`src/rtl/sonar_array_if.sv`:
```
// sonar_array_if - pin and result bundle for sonar_array_ctrl.
//
// Signals:
//   enable          scan request (master -> slave)
//   echo[N_CH]      raw echo inputs (master -> slave)
//   trig[N_CH]      trigger outputs, at most one high
//   distance_mm     latched distances, channel i at [i*DIST_W +: DIST_W]
//   dist_valid      one-cycle update strobe per channel
//   timeout         last measurement of the channel timed out
//   near, stop      hysteretic proximity flags and their registered OR
//   min_distance_mm, min_ch   smallest latched distance and its channel
//   busy            controller is not idle
//
// master: the environment (pins / testbench); slave: the controller.
interface sonar_array_if #(
    parameter int N_CH   = 4,
    parameter int DIST_W = 12,
    parameter int CH_W   = (N_CH > 1) ? $clog2(N_CH) : 1
);
    logic                   enable;
    logic [N_CH-1:0]        echo;
    logic [N_CH-1:0]        trig;
    logic [N_CH*DIST_W-1:0] distance_mm;
    logic [N_CH-1:0]        dist_valid;
    logic [N_CH-1:0]        timeout;
    logic [N_CH-1:0]        near;
    logic                   stop;
    logic [DIST_W-1:0]      min_distance_mm;
    logic [CH_W-1:0]        min_ch;
    logic                   busy;

    modport master (
        output enable, echo,
        input  trig, distance_mm, dist_valid, timeout, near, stop,
               min_distance_mm, min_ch, busy
    );

    modport slave (
        input  enable, echo,
        output trig, distance_mm, dist_valid, timeout, near, stop,
               min_distance_mm, min_ch, busy
    );
endinterface

```
`src/rtl/sonar_array_ctrl.sv`:
```
// sonar_array_ctrl - round-robin HC-SR04 ranging controller for N_CH sensors.
//
// One channel slot at a time: trigger pulse, echo-high measurement (with a
// timeout), one-cycle result latch, then a quiet gap before the next channel.
// Produces per-channel distances in mm, hysteretic near flags, an aggregated
// stop, and optionally the minimum distance across channels.
//
// Ports:
//   clk    system clock
//   rst_n  asynchronous active-low reset
//   bus    sonar_array_if.slave (enable/echo in, trig/results out)
//
// Build option: define SONAR_MIN_TRACK_EN to build the registered minimum
// tracker; otherwise min_distance_mm is all-ones and min_ch is 0.
module sonar_array_ctrl #(
    parameter int N_CH        = 4,
    parameter int DIST_W      = 12,
    parameter int TRIG_CYC    = 500,
    parameter int CYC_PER_MM  = 291,
    parameter int TIMEOUT_CYC = 1_500_000,
    parameter int GAP_CYC     = 500_000,
    parameter int THRESH_MM   = 1000,
    parameter int HYST_MM     = 50,
    localparam int CH_W       = (N_CH > 1) ? $clog2(N_CH) : 1
) (
    input logic           clk,
    input logic           rst_n,
    sonar_array_if.slave  bus
);
    localparam int CNT_MAX = (TRIG_CYC > GAP_CYC) ? TRIG_CYC : GAP_CYC;
    localparam int CNT_W   = $clog2(CNT_MAX + 1);
    localparam int TO_W    = $clog2(TIMEOUT_CYC + 1);
    localparam int SUB_W   = $clog2(CYC_PER_MM + 1);

    localparam logic [CNT_W-1:0]  TRIG_LAST = CNT_W'(TRIG_CYC - 1);
    localparam logic [CNT_W-1:0]  GAP_LAST  = CNT_W'(GAP_CYC - 1);
    localparam logic [TO_W-1:0]   TO_LAST   = TO_W'(TIMEOUT_CYC - 1);
    localparam logic [SUB_W-1:0]  SUB_LAST  = SUB_W'(CYC_PER_MM - 1);
    localparam logic [CH_W-1:0]   CH_LAST   = CH_W'(N_CH - 1);
    localparam logic [DIST_W:0]   NEAR_SET  = (DIST_W+1)'(THRESH_MM);
    localparam logic [DIST_W:0]   NEAR_CLR  = (DIST_W+1)'(THRESH_MM + HYST_MM);

    typedef enum logic [2:0] {IDLE, TRIG, WAIT_RISE, MEASURE, DONE, GAP} state_t;
    state_t state, state_nx;

    logic [N_CH-1:0]              echo_m, echo_s;
    logic [CH_W-1:0]              ch;
    logic [CNT_W-1:0]             cnt;
    logic [TO_W-1:0]              to_cnt;
    logic [SUB_W-1:0]             sub;
    logic [DIST_W-1:0]            mm;
    logic                         to_hit;
    logic [N_CH-1:0]              trig_q, dv_q, to_q, near_q;
    logic [N_CH-1:0][DIST_W-1:0]  dist_q;
    logic                         stop_q;
    logic                         echo_cur, to_now;
    logic [DIST_W-1:0]            result;

    assign echo_cur = echo_s[ch];
    // Timeout wins over a simultaneous rising edge; a falling edge on the
    // last cycle still counts as a good measurement.
    assign to_now   = (to_cnt == TO_LAST) &&
                      ((state == WAIT_RISE) || (state == MEASURE && echo_cur));
    assign result   = to_hit ? '1 : mm;

    // echo pins are asynchronous to clk
    always_ff @(posedge clk or negedge rst_n) begin
        if (!rst_n) begin
            echo_m <= '0;
            echo_s <= '0;
        end else begin
            echo_m <= bus.echo;
            echo_s <= echo_m;
        end
    end

    always_ff @(posedge clk or negedge rst_n) begin
        if (!rst_n) state <= IDLE;
        else        state <= state_nx;
    end

    always_comb begin
        state_nx = state;
        unique case (state)
            IDLE:      if (bus.enable) state_nx = TRIG;
            TRIG:      if (cnt == TRIG_LAST) state_nx = WAIT_RISE;
            WAIT_RISE: if (to_now) state_nx = DONE;
                       else if (echo_cur) state_nx = MEASURE;
            MEASURE:   if (!echo_cur || to_now) state_nx = DONE;
            DONE:      state_nx = GAP;
            GAP:       if (cnt == GAP_LAST) state_nx = bus.enable ? TRIG : IDLE;
            default:   state_nx = IDLE;
        endcase
    end

    // Slot datapath: phase counter, timeout counter, mm divider.
    always_ff @(posedge clk or negedge rst_n) begin
        if (!rst_n) begin
            cnt    <= '0;
            to_cnt <= '0;
            sub    <= '0;
            mm     <= '0;
            to_hit <= 1'b0;
            ch     <= '0;
        end else begin
            unique case (state)
                TRIG: begin
                    cnt    <= (cnt == TRIG_LAST) ? '0 : cnt + 1'b1;
                    to_cnt <= '0;
                    sub    <= '0;
                    mm     <= '0;
                    to_hit <= 1'b0;
                end
                // Counting also runs in WAIT_RISE so the first synchronised
                // high cycle (or a stale high on entry) is included.
                WAIT_RISE, MEASURE: begin
                    to_cnt <= to_cnt + 1'b1;
                    if (to_now) to_hit <= 1'b1;
                    if (echo_cur) begin
                        if (sub == SUB_LAST) begin
                            sub <= '0;
                            if (mm != '1) mm <= mm + 1'b1;
                        end else begin
                            sub <= sub + 1'b1;
                        end
                    end
                end
                GAP: begin
                    cnt <= (cnt == GAP_LAST) ? '0 : cnt + 1'b1;
                    if (cnt == GAP_LAST) ch <= (ch == CH_LAST) ? '0 : ch + 1'b1;
                end
                default: ;
            endcase
        end
    end

    // Result registers: all visible the cycle after DONE; stop one later.
    always_ff @(posedge clk or negedge rst_n) begin
        if (!rst_n) begin
            trig_q <= '0;
            dv_q   <= '0;
            to_q   <= '0;
            near_q <= '0;
            dist_q <= '1;
            stop_q <= 1'b0;
        end else begin
            trig_q <= (state == TRIG) ? (N_CH'(1) << ch) : '0;
            dv_q   <= '0;
            stop_q <= |near_q;
            if (state == DONE) begin
                dist_q[ch] <= result;
                dv_q[ch]   <= 1'b1;
                to_q[ch]   <= to_hit;
                if ({1'b0, result} < NEAR_SET)       near_q[ch] <= 1'b1;
                else if ({1'b0, result} >= NEAR_CLR) near_q[ch] <= 1'b0;
            end
        end
    end

`ifdef SONAR_MIN_TRACK_EN
    logic [DIST_W-1:0] min_d_c, min_d_q;
    logic [CH_W-1:0]   min_ch_c, min_ch_q;

    // Strict less-than keeps the lowest index on ties.
    always_comb begin
        min_d_c  = dist_q[0];
        min_ch_c = '0;
        for (int i = 1; i < N_CH; i++) begin
            if (dist_q[i] < min_d_c) begin
                min_d_c  = dist_q[i];
                min_ch_c = CH_W'(i);
            end
        end
    end

    always_ff @(posedge clk or negedge rst_n) begin
        if (!rst_n) begin
            min_d_q  <= '1;
            min_ch_q <= '0;
        end else if (|dv_q) begin
            min_d_q  <= min_d_c;
            min_ch_q <= min_ch_c;
        end
    end

    assign bus.min_distance_mm = min_d_q;
    assign bus.min_ch          = min_ch_q;
`else
    assign bus.min_distance_mm = '1;
    assign bus.min_ch          = '0;
`endif

    assign bus.trig        = trig_q;
    assign bus.distance_mm = dist_q;
    assign bus.dist_valid  = dv_q;
    assign bus.timeout     = to_q;
    assign bus.near        = near_q;
    assign bus.stop        = stop_q;
    assign bus.busy        = (state != IDLE);

endmodule

```
`src/flat_wrapper.sv`:
```
// flat-port wrapper written by rule: the top's interface ports become plain ports
module sonar_array_ctrl_flat 
#(
    parameter int N_CH        = 4,
    parameter int DIST_W      = 12,
    parameter int TRIG_CYC    = 500,
    parameter int CYC_PER_MM  = 291,
    parameter int TIMEOUT_CYC = 1_500_000,
    parameter int GAP_CYC     = 500_000,
    parameter int THRESH_MM   = 1000,
    parameter int HYST_MM     = 50,
    localparam int CH_W       = (N_CH > 1) ? $clog2(N_CH) : 1
)
  (clk, rst_n, bus_enable, bus_echo, bus_trig, bus_distance_mm, bus_dist_valid, bus_timeout, bus_near, bus_stop, bus_min_distance_mm, bus_min_ch, bus_busy);
  sonar_array_if #(.N_CH(N_CH), .DIST_W(DIST_W)) bus_i ();
  input logic clk;
  input logic rst_n;
  input wire logic [$bits(bus_i.enable)-1:0] bus_enable;
  input wire logic [$bits(bus_i.echo)-1:0] bus_echo;
  output wire logic [$bits(bus_i.trig)-1:0] bus_trig;
  output wire logic [$bits(bus_i.distance_mm)-1:0] bus_distance_mm;
  output wire logic [$bits(bus_i.dist_valid)-1:0] bus_dist_valid;
  output wire logic [$bits(bus_i.timeout)-1:0] bus_timeout;
  output wire logic [$bits(bus_i.near)-1:0] bus_near;
  output wire logic [$bits(bus_i.stop)-1:0] bus_stop;
  output wire logic [$bits(bus_i.min_distance_mm)-1:0] bus_min_distance_mm;
  output wire logic [$bits(bus_i.min_ch)-1:0] bus_min_ch;
  output wire logic [$bits(bus_i.busy)-1:0] bus_busy;
  assign bus_i.enable = bus_enable;
  assign bus_i.echo = bus_echo;
  assign bus_trig = bus_i.trig;
  assign bus_distance_mm = bus_i.distance_mm;
  assign bus_dist_valid = bus_i.dist_valid;
  assign bus_timeout = bus_i.timeout;
  assign bus_near = bus_i.near;
  assign bus_stop = bus_i.stop;
  assign bus_min_distance_mm = bus_i.min_distance_mm;
  assign bus_min_ch = bus_i.min_ch;
  assign bus_busy = bus_i.busy;
  sonar_array_ctrl #(.N_CH(N_CH), .DIST_W(DIST_W), .TRIG_CYC(TRIG_CYC), .CYC_PER_MM(CYC_PER_MM), .TIMEOUT_CYC(TIMEOUT_CYC), .GAP_CYC(GAP_CYC), .THRESH_MM(THRESH_MM), .HYST_MM(HYST_MM)) u_core (.clk(clk), .rst_n(rst_n), .bus(bus_i));
endmodule
```
`config.mk`:
```
export PLATFORM = sky130hd
export DESIGN_NAME = sonar_array_ctrl_flat
export DESIGN_NICKNAME = d
export VERILOG_FILES = /design/src/rtl/sonar_array_if.sv /design/src/rtl/sonar_array_ctrl.sv /design/src/flat_wrapper.sv
export SDC_FILE = /design/constraint.sdc
export NUM_CORES = 1
export LEC_CHECK = 0
export ABC_AREA = 1
export CAP_MARGIN = 40
export CORE_MARGIN = 1.5
export CORE_UTILIZATION = 60
export CTS_CLUSTER_SIZE = 40
export DETAILED_ROUTE_END_ITERATION = 8
export PLACE_DENSITY = 0.85
export SLEW_MARGIN = 25
export SYNTH_ARGS = -nofsm -noshare
export SYNTH_HDL_FRONTEND = slang
export SYNTH_SLANG_ARGS = --single-unit
```
`constraint.sdc`:
```
create_clock -name clk -period 3.9 [get_ports clk]
set_input_delay 0.585 -clock clk [delete_from_list [all_inputs] [get_ports clk]]
set_output_delay 0.585 -clock clk [all_outputs]
set_load 0.03 [all_outputs]
```
==> results of run 1 <==
[area by class of cell]
class	count	area (sq um)	share of cell area
multi-input combinational	618	3020	0.356
clock buffer	20	447	0.0527
sequential	140	3560	0.420
clock inverter	12	148	0.0174
tap	143	179	0.0211
timing repair buffer	74	749	0.0883
inverter	99	377	0.0444
[stage by stage]
stage	hold WS, ns	std cells	setup slack, ns	utilization
6_report	0.178	1106	1.54	0.737
5_1_grt	0.241	1106	1.44	0.737
2_1_floorplan	0.289	889	2.36	-
3_3_place_gp	0.334	1074	1.85	0.685
4_1_cts	0.210	1106	1.53	0.737
3_5_place_dp	0.336	1074	1.73	0.685
[state kept, by name (all words and copies together), names as in the netlist, named ones only]
register,cells
u_core.bus.dist_valid,4
u_core.to_cnt,21
u_core.bus.stop,1
u_core.bus.timeout,4
u_core.state,3
u_core.mm,12
u_core.sub,9
u_core.echo_s,4
u_core.cnt,19
u_core.to_hit,1
u_core.ch,2
u_core.bus.distance_mm,48
u_core.bus.trig,4
u_core.echo_m,4
[critical path: cells and delay by family (launching register included)]
kind / cells / cell delay, ns
and+or+nand+nor: 2 / 0.30
buffers and inverters: 1 / 0.60
DFF: 1 / 0.45
[where the power goes]
part	switching, uW	internal, uW
Sequential	109	1570
Clock	600	1020
Combinational	733	281
[cell families after synthesis]
kind of cell             synth area share
AO/OA/AOI/OAI                      0.0851
XOR/XNOR                           0.0183
adder cells (fa/ha/maj)            0.0157
buffers and inverters              0.0868
flip-flops                          0.498
other                             0.00105
AND/OR/NAND/NOR                     0.295
[worst max-delay path by stage]
stage / startpoint / to / slack (ns) / cells past startpoint
after floorplan: u_core.mm[0] / u_core.mm[3] / 2.36 / 9
after global placement: u_core.state[0] / u_core.mm[10] / 1.85 / 7
after detailed placement: u_core.state[0] / u_core.mm[9] / 1.73 / 7
after CTS: u_core.state[0] / bus_busy / 1.53 / 3
after global routing: u_core.state[0] / bus_busy / 1.44 / 3
final: u_core.state[0] / bus_busy / 1.54 / 3
[placed cells by master, fill, tap and decap left out, types with 9 or more instances in the layout]
cell             instances
a21oi_1                 22
clkbuf_16               17
clkdlybuf4s50_1         71
conb_1                  14
dfrtp_1                 92
dfstp_2                 48
ha_1                     9
inv_1                   85
inv_2                   13
nand2_1                276
nand3_1                 55
nand4_1                 14
nor2_1                  87
nor2_4                   9
nor3_1                  13
o21ai_0                 41
o21ai_2                 11
xor2_1                  14
[metal layers]
metal  GRT usage  up-vias  wire (um)
li1            -     2917          -
met1       0.348     2904       6900
met2       0.449      211       7890
met3      0.0470       25        907
met4       0.108        0        364
met5           0        -          0
==> impl_metrics.toml, run 1 <==
[clocking]
root_buffer = "clkbuf_16"
cts.sinks = 140
cts.path.max_buffers = 2
cts_buffers = 17
cts.repair.resized = 0
cts_tree = "yes"
cts_hold_buf = 0
clkLatencyLatePin_ns = 0.42
post-cts-setup-buffers = 0
clk_pin_slew_ns = 0.06
h-tree-depth = 4

[timing]
rsz0062_at_grt = "no"
slew_headroom = 0.540
maxSlewViolCount = 0
hold_viol = 0
max_freq_mhz = 424
min_period_ns = 2.36
fin_skew_ns = 0.00694
finalSetupViolCount = 0
finalCritPeriodShare = 0.604
fin_tns_setup_ns = 0
tightest_slew_ns = 0.691

[synthesis]
synth_edf_count = 0
synth_top_cell_by_area = "dfrtp_1"
synth_warnings = 0
ys.flop_type = "dfrtp_1"
ys_ff_latch = 140
ys_types = 48
syn_inst = 877
synth_async_sr_flop_share = 1.00
yosysSeqAreaShare = 0.498
synth_area_sq_um = 7160
synth_top_area_share = 0.322
synth_common_cells = "nand2_1, dfrtp_1, nor2_1"
avgSynthCellArea_sq_um = 8.16
yosys-top-cells-area = "dfrtp_1, dfstp_2, nand2_1"
yosysMostFrequentCell = "nand2_1"

[worst_setup_path]
cp-start-kind = "register"
reg2reg_depth = 7
timing.rr.end = "u_core.mm[9]"
crit_fanout = 5
slowest_stage = "clkdlybuf4s50_1"
critPathKind = "reg2out"
cpPeakStageDelay_ns = 0.60
arrival_ns = 1.77
r2r_slack_ns = 1.68
worst_setup_path_end_kind = "primary output"
required_ns = 3.31
r2r_start = "u_core.state[0]"
path_cells = "nor2_2 > nand2_1 > clkdlybuf4s50_1"

[finish]
diodes = 0
drive_above_1_share = 0.146
fill_cells = 843
design_area_sq_um = 8480
area_growth_pct = 18.5
nNetsFinal = 966

[place]
portBuffers = 72
place_area_sq_um = 7890
hpwl_um = 11100
routabilityCongestion = 0.905

[floorplan]
die_w_um = 112
ios = 87
core_sq_um = 11500
dieArea_sq_um = 12600
die_h_um = 112
initial_core_util = 0.622
num_rows = 39

[route]
vias = 6057
wl_per_cell_um = 14.5
firstDrtPassIters = 7
wl_um = 16100
vias_per_cell = 5.48
drtIter0Drc = 521
drc = 14
final_antenna_net_count = 0

[global_routing]
overflow = 0
antenna_found_initial = 0
grt_usage = 0.268
grt_pass1_wl_um = 27000
grt_pass1_vias = 5742
grt_max_degree = 75

[power_and_ir_drop]
vdd_drop_max_mv = 0.419
finalPower_uw = 4310
power_leakage_uw = 0.00391
power_density_nw_per_um2 = 507

[status]
status = "complete, but fails checks"
failed_checks = "DRC"

[run]
drv_cap = 0

[min_path]
min_path_type = "in2async"
Power figures use the tool's default switching activity.
==> run 2: changes to the inputs <==
- CORE_UTILIZATION: 60 -> 51
- PLACE_DENSITY: 0.85 -> 0.77
- clock period: 3.9 -> 1.91 ns (I/O delays scaled with it)
==> run 2 against run 1 <==
  * The flow now finishes without violations
  * Total power is 110% higher
  * Register-to-register slack worse by 1.5 ns
  * Utilization down 11 points
  * Worst hold slack improved by 0.12 ns
  * Critical endpoint unchanged
==> impl_metrics.toml, run 2 (synthesized netlist as in run 1, its figures left out) <==
[clocking]
cts_buffers = 17
clk_pin_slew_ns = 0.06
post-cts-setup-buffers = 0
cts_tree = "yes"
cts.sinks = 140
root_buffer = "clkbuf_16"
cts.path.max_buffers = 2
h-tree-depth = 4
clkLatencyLatePin_ns = 0.43

[route]
dr_wl_met2_um = 7720
wl_um = 16200
drc = 0
firstDrtPassIters = 5
vias_per_cell = 5.14
drtIter0Drc = 513
top_layer_used = "met4"
dr_wl_met3_um = 818
drt-met1-wl_um = 7400
final_antenna_net_count = 0
vias = 5988
wl_per_cell_um = 13.9

[finish]
largest_reg_flops = 48
layout_common_cells = "nand2_1, dfrtp_1, nor2_1"
area_growth_pct = 20.9
diodes = 0
final_common_cell = "nand2_1"
drive_above_1_share = 0.163
nNetsFinal = 987

[worst_setup_path]
required_ns = 1.62
critPathKind = "reg2out"
r2r_slack_ns = 0.17
crit_fanout = 5
cp-start-kind = "register"
arrival_ns = 1.55
worst_setup_path_end_kind = "primary output"

[global_routing]
grt_max_degree = 62
overflow = 0
grt_pass1_wl_um = 27100
grt_pass1_vias = 5620
antenna_found_initial = 0
grt_usage = 0.234

[timing]
fin_tns_setup_ns = 0
min_period_ns = 1.84
slew_headroom = 0.621
finalSetupViolCount = 0
fin_skew_ns = 0.00787
max_freq_mhz = 543
rsz0062_at_grt = "no"
hold_viol = 0
tightest_slew_ns = 0.569
finalCritPeriodShare = 0.964
maxSlewViolCount = 0

[floorplan]
num_rows = 43
ios = 87
initial_core_util = 0.520
die_h_um = 121
dieArea_sq_um = 14800
die_w_um = 121
core_sq_um = 13800

[place]
hpwl_um = 11500
routabilityCongestion = 0.936
portBuffers = 72

[power_and_ir_drop]
clock_power_share = 0.363
internal_power_uw = 5910
switchingPower_uw = 2990
vdd_drop_max_mv = 0.635
power_density_nw_per_um2 = 1030
finalPower_uw = 8900
comb_power_share = 0.254
power_leakage_uw = 0.00430
power_frac_seq = 0.383
p_sw_frac = 0.336

[status]
status = "finished, final reports clean"

[min_path]
min_path_type = "in2reg"

[run]
drv_cap = 0
-- run 2: layout make-up --
| type | instances | area (sq um) |
|---|---|---|
| clock buffer | 26 | 553 |
| clock inverter | 6 | 45.0 |
| fill | 1202 | 5110 |
| inverter | 99 | 377 |
| multi-input combinational | 618 | 3020 |
| sequential | 140 | 3560 |
| tap | 180 | 225 |
| timing repair buffer | 95 | 876 |
-- run 2: through the flow --
step	cell area, sq um	hold slack, ns	cells	setup WS [ns]	utilization
2_1_floorplan	7210	-0.00909	889	0.369	-
3_3_place_gp	8100	0.298	1131	0.250	0.588
3_5_place_dp	8100	0.301	1131	0.182	0.588
4_1_cts	8650	0.293	1164	0.00100	0.628
5_1_grt	8660	0.308	1164	0.00918	0.629
6_report	8660	0.298	1164	0.0688	0.629
-- run 2: worst max-delay path, stage by stage (launching register included) --
cell	delay [ns]
dfrtp_1	0.45
nor2_2	0.21
nand2_1	0.10
dlygate4sd2_1	0.37
-- run 2: path summary, 6_finish.rpt --
path,from,end,cells past startpoint
worst max-delay path,u_core.state[0],bus_busy,3
worst min-delay path,bus_echo[0],u_core.echo_m[0],1
worst max register to register,u_core.sub[0],u_core.mm[6],11
worst min register to register,u_core.echo_m[2],u_core.echo_s[2],0
max in group asynchronous,rst_n,u_core.bus.distance_mm[13],3
min in group asynchronous,rst_n,u_core.bus.timeout[2],2
-- run 2: metal layers --
metal / vias to the layer above / track usage
li1: 2955 / -
met1: 2830 / 0.317
met2: 187 / 0.380
met3: 16 / 0.0381
met4: 0 / 0.0824
met5: - / 0
-- run 2: repair_timing --
action | 4_1_cts | 5_1_grt
gates resized for setup | 45 | 4
endpoints found under the hold margin | 24 | 0
hold buffers | 1 | 0
setup endpoints to repair | 45 | 4
-- run 2: power groups by stage --
| stage | Clock, uW | Combinational (uW) | Sequential, uW |
|---|---|---|---|
| after global routing | 3410 | 2480 | 3440 |
| after CTS | 3280 | 2270 | 3410 |
| final | 3230 | 2260 | 3410 |
| after detailed placement | 0 | 2250 | 3450 |
| after global placement | 0 | 2240 | 3440 |
| after floorplan | 0 | 1610 | 3500 |
